## config.mk

```make
export PLATFORM = sky130hd
export DESIGN_NAME = circle_sprite_reader
export DESIGN_NICKNAME = d
export VERILOG_FILES = /design/src/rtl/circle_sprite_reader.sv
export SDC_FILE = /design/constraint.sdc
export NUM_CORES = 1
export LEC_CHECK = 0
export CORE_MARGIN = 4
export CORE_UTILIZATION = 52
export DETAILED_ROUTE_END_ITERATION = 7
export PLACE_DENSITY = 0.87
export REMOVE_ABC_BUFFERS = 1
export SKIP_CTS_REPAIR_TIMING = 1
export SYNTH_ARGS = -nofsm -noshare
export SYNTH_HDL_FRONTEND = slang
export SYNTH_SLANG_ARGS = --single-unit
```

## constraint.sdc

```tcl
create_clock -name clk -period 5.83 [get_ports clk]
set_clock_uncertainty 0.1 [all_clocks]
set_input_delay 1.166 -clock clk [delete_from_list [all_inputs] [get_ports clk]]
set_output_delay 1.166 -clock clk [all_outputs]
set_load 0.03 [all_outputs]
```

## src/rtl/circle_sprite_reader.sv

```systemverilog
// circle_sprite_reader
// Per-scanline reader for the 64x64 circle bitmap ROM. During hblank it
// fetches the ROM row that intersects the next line into a line buffer.
// During active video it turns the pixel counters into a registered
// pixel_on / rgb pair. The sprite position is latched once per frame.
//
// Build option: define CIRCLE_SCALE2X_EN to draw the sprite 128x128. Each
// ROM row then covers two lines and each bit covers two pixels.
//
// Handshake: there is none. line_start and frame_start are single-cycle
// strobes, and rom_data is sampled in LOAD, one cycle after rom_addr settles.
module circle_sprite_reader #(
   parameter int          H_ACTIVE = 640,
   parameter int          V_ACTIVE = 480,
   parameter logic [11:0] COLOR    = 12'hF00
) (
   input  logic        clk,
   input  logic        rst_n,
   input  logic        frame_start,
   input  logic [9:0]  pos_x,
   input  logic [9:0]  pos_y,
   input  logic        line_start,
   input  logic [9:0]  next_line,
   input  logic [9:0]  hcount,
   input  logic        video_on,
   output logic [5:0]  rom_addr,
   input  logic [63:0] rom_data,
   output logic        pixel_on,
   output logic [11:0] rgb,
   output logic        busy
);

`ifdef CIRCLE_SCALE2X_EN
   localparam logic [10:0] SPAN = 11'd128;
`else
   localparam logic [10:0] SPAN = 11'd64;
`endif
   localparam logic [9:0] H_LAST = 10'(H_ACTIVE - 1);
   localparam logic [9:0] V_LAST = 10'(V_ACTIVE - 1);

   typedef enum logic [1:0] {IDLE, ADDR, LOAD} state_t;

   state_t      state;
   logic [9:0]  px_l;
   logic [9:0]  py_l;
   logic [9:0]  py_eff;
   logic        line_valid;
   logic [63:0] line_buf;
   logic [10:0] dy;
   logic [10:0] dx;
   logic        row_in;
   logic        col_in;
   logic [5:0]  row_sel;
   logic [5:0]  bit_sel;
   logic        hit;

   // Row/column offsets and the pixel hit decision. The latch is bypassed
   // into dy so a frame_start coinciding with line_start uses the new pos_y.
   always_comb begin
      py_eff = frame_start ? pos_y : py_l;
      dy     = {1'b0, next_line} - {1'b0, py_eff};
      dx     = {1'b0, hcount} - {1'b0, px_l};
      // The screen-limit terms never trigger for legal counters; they only
      // make clipping explicit at the right and bottom edges.
      row_in = ~dy[10] && (dy < SPAN) && (next_line <= V_LAST);
      col_in = ~dx[10] && (dx < SPAN) && (hcount <= H_LAST);
`ifdef CIRCLE_SCALE2X_EN
      row_sel = dy[6:1];
      bit_sel = 6'd63 - dx[6:1];
`else
      row_sel = dy[5:0];
      bit_sel = 6'd63 - dx[5:0];
`endif
      hit = video_on & line_valid & col_in & line_buf[bit_sel];
   end

   // Sprite position is sampled once per frame so the circle never tears.
   always_ff @(posedge clk) begin
      if (!rst_n) begin
         px_l <= '0;
         py_l <= '0;
      end else if (frame_start) begin
         px_l <= pos_x;
         py_l <= pos_y;
      end
   end

   // Fetch FSM: IDLE -> ADDR (address settles) -> LOAD (capture row) -> IDLE.
   always_ff @(posedge clk) begin
      if (!rst_n) begin
         state      <= IDLE;
         rom_addr   <= '0;
         busy       <= 1'b0;
         line_valid <= 1'b0;
         line_buf   <= '0;
      end else begin
         case (state)
            IDLE: begin
               if (line_start) begin
                  if (row_in) begin
                     rom_addr <= row_sel;
                     busy     <= 1'b1;
                     state    <= ADDR;
                  end else begin
                     line_valid <= 1'b0;
                  end
               end
            end
            ADDR: begin
               state <= LOAD;
            end
            LOAD: begin
               line_buf   <= rom_data;
               line_valid <= 1'b1;
               busy       <= 1'b0;
               state      <= IDLE;
            end
            default: begin
               busy  <= 1'b0;
               state <= IDLE;
            end
         endcase
      end
   end

   // Registered pixel outputs, one cycle behind hcount/video_on.
   always_ff @(posedge clk) begin
      if (!rst_n) begin
         pixel_on <= 1'b0;
         rgb      <= '0;
      end else begin
         pixel_on <= hit;
         rgb      <= hit ? COLOR : 12'h000;
      end
   end

endmodule

```

==> results of run 1 <==
[per-stage QoR]
stage	instances	utilization	cell area [sq um]	power (uW)
2_1_floorplan	515	-	4810	836
3_3_place_gp	767	0.668	6200	948
3_5_place_dp	767	0.668	6200	955
4_1_cts	782	0.687	6370	1350
5_1_grt	782	0.687	6370	1400
6_report	782	0.687	6370	1350
[critical path: stages]
cell             delay [ns]
clkdlybuf4s50_1        0.67
buf_4                  0.34
mux2i_1                0.27
ha_1                   0.33
and3_1                 0.19
a221oi_2               0.30
o21ai_1                0.12
a211o_1                0.30
a31o_2                 0.28
a21oi_1                0.12
and3b_1                0.18
[flip-flops by register name (all words and copies together), names as in the netlist]
signal      flops
busy            1
line_buf       64
line_valid      1
px_l           10
py_l           10
rgb             1
rom_addr        6
state           2
[layout by cell type (no fill, tap or decap), types with 4 or more instances in the layout]
| cell type | synthesis | routed |
|---|---|---|
| mux4_2 | 16 | 16 |
| dfxtp_1 | 95 | 95 |
| nand2b_1 | 5 | 5 |
| ha_1 | 20 | 20 |
| nor2b_1 | 22 | 21 |
| xnor2_1 | 5 | 5 |
| xor2_1 | 5 | 5 |
| clkbuf_8 | 0 | 9 |
| inv_1 | 16 | 16 |
| o21ai_0 | 9 | 9 |
| clkdlybuf4s50_1 | 0 | 119 |
| mux2i_1 | 40 | 40 |
| a21oi_1 | 9 | 9 |
| conb_1 | 1 | 8 |
| nand2_1 | 146 | 145 |
| a21boi_0 | 64 | 64 |
| inv_6 | 0 | 4 |
| nor2_1 | 10 | 10 |
| a21o_1 | 7 | 7 |
[where the power goes]
part / switching [uW] / internal (uW) / total [uW]
clock: 246 / 160 / 406
sequential: 4.01 / 658 / 662
combinational: 130 / 152 / 282
[routing by layer]
metal	GRT usage	share of wire	wire length [microns]
met1	0.247	0.41	4870
met3	0.0304	0.055	647
met5	0	0	0
met2	0.382	0.51	5990
met4	0.0897	0.029	340
[cells in the mapped netlist, types with 7 or more instances]
master and count:
nand2_1 146, inv_1 16, dfxtp_1 95, a21oi_1 9
nor2b_1 22, mux4_2 16, ha_1 20, mux2i_1 40
clkbuf_1 23, nor2_1 10, buf_4 13, o21ai_0 9
a21boi_0 64, a21o_1 7
[cells by family after synthesis]
| group | synth area share |
|---|---|
| simple gates | 0.172 |
| buf+inv | 0.0560 |
| flops | 0.380 |
| compound gates | 0.156 |
| fa+ha+maj | 0.0580 |
| mux | 0.157 |
| xor+xnor | 0.0208 |
| other cells | 0.000749 |
[cell type report]
class / count / area share
clock buffers: 9 / 0.0194
clock inverters: 6 / 0.00805
well taps: 129 / 0.0253
flip-flops and latches: 95 / 0.298
multi-input cells: 404 / 0.448
inverters: 16 / 0.00942
repair buffers: 123 / 0.191
[worst paths after layout]
check,from,to,cells after the start
max reg2reg,px_l[0]$_SDFFE_PN0P_,rgb[10]$_SDFF_PN0_,10
max,frame_start,rom_addr[0]$_SDFFE_PN0P_,11
min reg2reg,line_buf[51]$_SDFFE_PN0P_,line_buf[51]$_SDFFE_PN0P_,2
min,line_buf[51]$_SDFFE_PN0P_,line_buf[51]$_SDFFE_PN0P_,2
==> results.yml, run 1 <==
synth:
  syn_area_per_cell_sq_um: 9.08
  synth_cell_type_count: 49
  synth_ff_type: "dfxtp_1"
  yosys.area.top_type: "dfxtp_1"
  ys_seq_area_frac: 0.380
  yosysWarningCount: 0
  synth-edff-count: 0
  synth_top_area_frac: 0.380
  ys_top_cells_by_area: "dfxtp_1 38%, nand2_1 11%, a21boi_0 9.6%"
  synthArstFlopShare: 0
  yosys_register_bits: 95
  syn_area_sq_um: 5000
  synthCells: 551
sta:
  max_slew_margin: 0.249
  fin_ws_ns: 1.70
  rsz0062_at_grt: "no"
  slew_viol_final: 0
  fmax_mhz: 242
  fin_setup_tns_ns: 0
  finalHoldViolations: 0
  holdWs_ns: 0.367
  worst_pin_slew_ns: 1.12
  setup_viol: 0
  fin_crit_sh: 0.708
  layout_min_cycle_time_ns: 4.13
detailed_routing:
  drc: 0
  routed_wl_mm: 11.8
  dr.pass1.iters: 4
  drt_iter0_drc: 163
  dr_total_vias: 4145
  avgViaCountPerCell: 5.30
  ant_nets: 0
  wl_per_cell_microns: 15.1
die:
  rows: 35
  die_width_microns: 106
  die_h_microns: 106
  start_util: 0.539
  io_pins: 129
  dieArea_sq_um: 11300
  core_sq_um: 9280
grt:
  first_global_vias: 4253
  grt_pass1_wl_mm: 19.3
  antenna_found_initial: 0
  gr-total-overflow: 0
  grt_max_degree: 99
  grt_usage: 0.211
clocking:
  clkLatencyLatePin_ns: 0.37
  clockBufferDepth: 2
  clkTransAtPathRegs_ns: 0.10
  numCtsBuffers: 9
  clock_tree.root_cell: "clkbuf_8"
  cts.htree.levels: 3
  clock-sinks: 95
  cts_tree: "yes"
flow_run:
  cap_violations: 0
setup_path:
  critPathRequiredTime_ns: 5.99
  worstPathMaxFanout: 15
  cp_data_arrival_time_ns: 4.29
  critical_path_class: "input port to flip-flop"
  start_kind: "input port"
  end_kind: "flip-flop"
  rrSetupSlack_ns: 2.76
outcome:
  outcome: "finished, final reports clean"
pwr:
  p_leak_uw: 0.00237
  powerDensity_nw_per_um2: 212
  irDropWorstVdd_mv: 0.140
cells_and_area:
  fin_nets: 780
  multiInputGateArea_sq_um: 2860
  regArea_sq_um: 1900
  final.fill_count: 758
  diodes: 0
  area_growth_pct: 27.4
  drive_gt1_frac: 0.0674
placement:
  numPortBuffers: 120
  gp_congestion: 0.879
  dp_hpwl_mm: 8.93
  post-place-ws_ns: 1.31
min_path:
  hold_class: "flip-flop to flip-flop"
(Power assumes the default switching activity.)
==> run 2: changes to the inputs <==
Settings changed: CORE_UTILIZATION 52 to 49, PLACE_DENSITY 0.87 to 0.83.
Clock period 5.83 ns to 3.95 ns, I/O delays scaled along.
==> results.yml, run 2 (synthesis results as in run 1) <==
detailed_routing:
  drc: 0
  wl_per_cell_microns: 15.0
  avgViaCountPerCell: 5.14
  ant_nets: 0
  drt_iter0_drc: 165
  dr_total_vias: 4081
  dr.pass1.iters: 4
  routed_wl_mm: 11.9
die:
  die_h_microns: 109
  core_sq_um: 9860
  die_width_microns: 109
  start_util: 0.507
  rows: 36
  io_pins: 129
  dieArea_sq_um: 11900
clocking:
  clockBufferDepth: 2
  numCtsBuffers: 9
  clock-sinks: 95
  clkLatencyLatePin_ns: 0.37
  clkTransAtPathRegs_ns: 0.09
  clock_tree.root_cell: "clkbuf_8"
  cts.htree.levels: 3
  cts_tree: "yes"
cells_and_area:
  regMostFlops: "line_buf"
  largest_reg_flops: 64
  final_common_cell: "nand2_1"
  multiInputGateArea_sq_um: 2860
  final_cells: 794
  reg_top3: "line_buf x64, px_l x10, py_l x10"
  regArea_sq_um: 1900
  diodes: 0
  drive_gt1_frac: 0.0756
  final.fill_count: 803
  post-route-util: 0.654
  final_cell_mix: "145 x nand2_1, 119 x clkdlybuf4s50_1, 95 x dfxtp_1"
  stdcell_area_sq_um: 6450
  area_growth_pct: 28.9
  fin_nets: 787
grt:
  gr-total-overflow: 0
  first_global_vias: 4065
  grt_usage: 0.207
  antenna_found_initial: 0
  grt_pass1_wl_mm: 19.2
  grt_max_degree: 99
setup_path:
  path_buf_inv: 3
  cp_slowest_cell: "clkdlybuf4s50_1"
  cp_data_arrival_time_ns: 3.81
  critPathRequiredTime_ns: 4.13
  rrSetupSlack_ns: 1.06
  worstPathMaxFanout: 12
  crit_top_cell: "buf_4"
  max_stage_delay_ns: 0.59
  path_delay_family: "buffers and inverters"
  cp_cell_sequence: "clkdlybuf4s50_1 > buf_4 > buf_4 > mux2i_1 > ha_1 > a21o_1 > nand3_1 > nand2_1 > a211oi_1 > a31o_2 > nand4_1 > o31ai_1"
  critical_path_class: "input port to flip-flop"
  end_kind: "flip-flop"
  start_kind: "input port"
pwr:
  powerDensity_nw_per_um2: 316
  irDropWorstVdd_mv: 0.161
  p_leak_uw: 0.00241
sta:
  layout_min_cycle_time_ns: 3.64
  finalHoldViolations: 0
  rsz0062_at_grt: "no"
  worst_pin_slew_ns: 1.14
  slew_viol_final: 0
  fmax_mhz: 275
  fin_setup_tns_ns: 0
  max_slew_margin: 0.238
  fin_crit_sh: 0.920
  setup_viol: 0
  holdWs_ns: 0.367
placement:
  gp_congestion: 0.944
  numPortBuffers: 120
  placed_cells: 778
  placed_area_sq_um: 6260
  dp_hpwl_mm: 8.86
flow_run:
  cap_violations: 0
outcome:
  outcome: "finished, final reports clean"
min_path:
  hold_class: "flip-flop to flip-flop"
## run 2: metrics by stage
| step | power, uW | worst slack (ns) |
|---|---|---|
| after floorplan | 1230 | 0.781 |
| after global placement | 1410 | 0.138 |
| after detailed placement | 1420 | -0.0211 |
| after CTS | 2050 | 0.360 |
| after global routing | 2150 | 0.132 |
| final | 2040 | 0.314 |
## run 2: power breakdown
| group | internal (uW) | switching, uW |
|---|---|---|
| clock | 293 | 341 |
| combinational | 233 | 196 |
| sequential | 971 | 6.24 |
## run 2: final cells by class
cell class                 instances  share of cell area
clock buffer                      11              0.0204
clock inverter                     5             0.00912
inverter                          16             0.00931
multi-input combinational        404               0.443
sequential                        95               0.295
tap                              133              0.0258
timing repair buffer             130               0.197
## run 2: final timing paths
kind	start	endpoint	cells past startpoint
worst min-delay path	line_buf[59]$_SDFFE_PN0P_	line_buf[59]$_SDFFE_PN0P_	2
worst max register to register	py_l[0]$_SDFF_PN0_	rom_addr[5]$_SDFFE_PN0P_	11
worst min register to register	line_buf[59]$_SDFFE_PN0P_	line_buf[59]$_SDFFE_PN0P_	2
worst max-delay path	frame_start	busy$_SDFFE_PN0P_	12
## run 2: per-layer routing
metal	part of all wire	track usage
met5	0	0
met3	0.051	0.0403
met4	0.022	0.0803
met2	0.49	0.354
met1	0.43	0.256
## run 2: worst min-delay path, stage by stage (launching register included)
cell,delay (ns)
dfxtp_1,0.32
nand2_1,0.05
a21boi_0,0.06
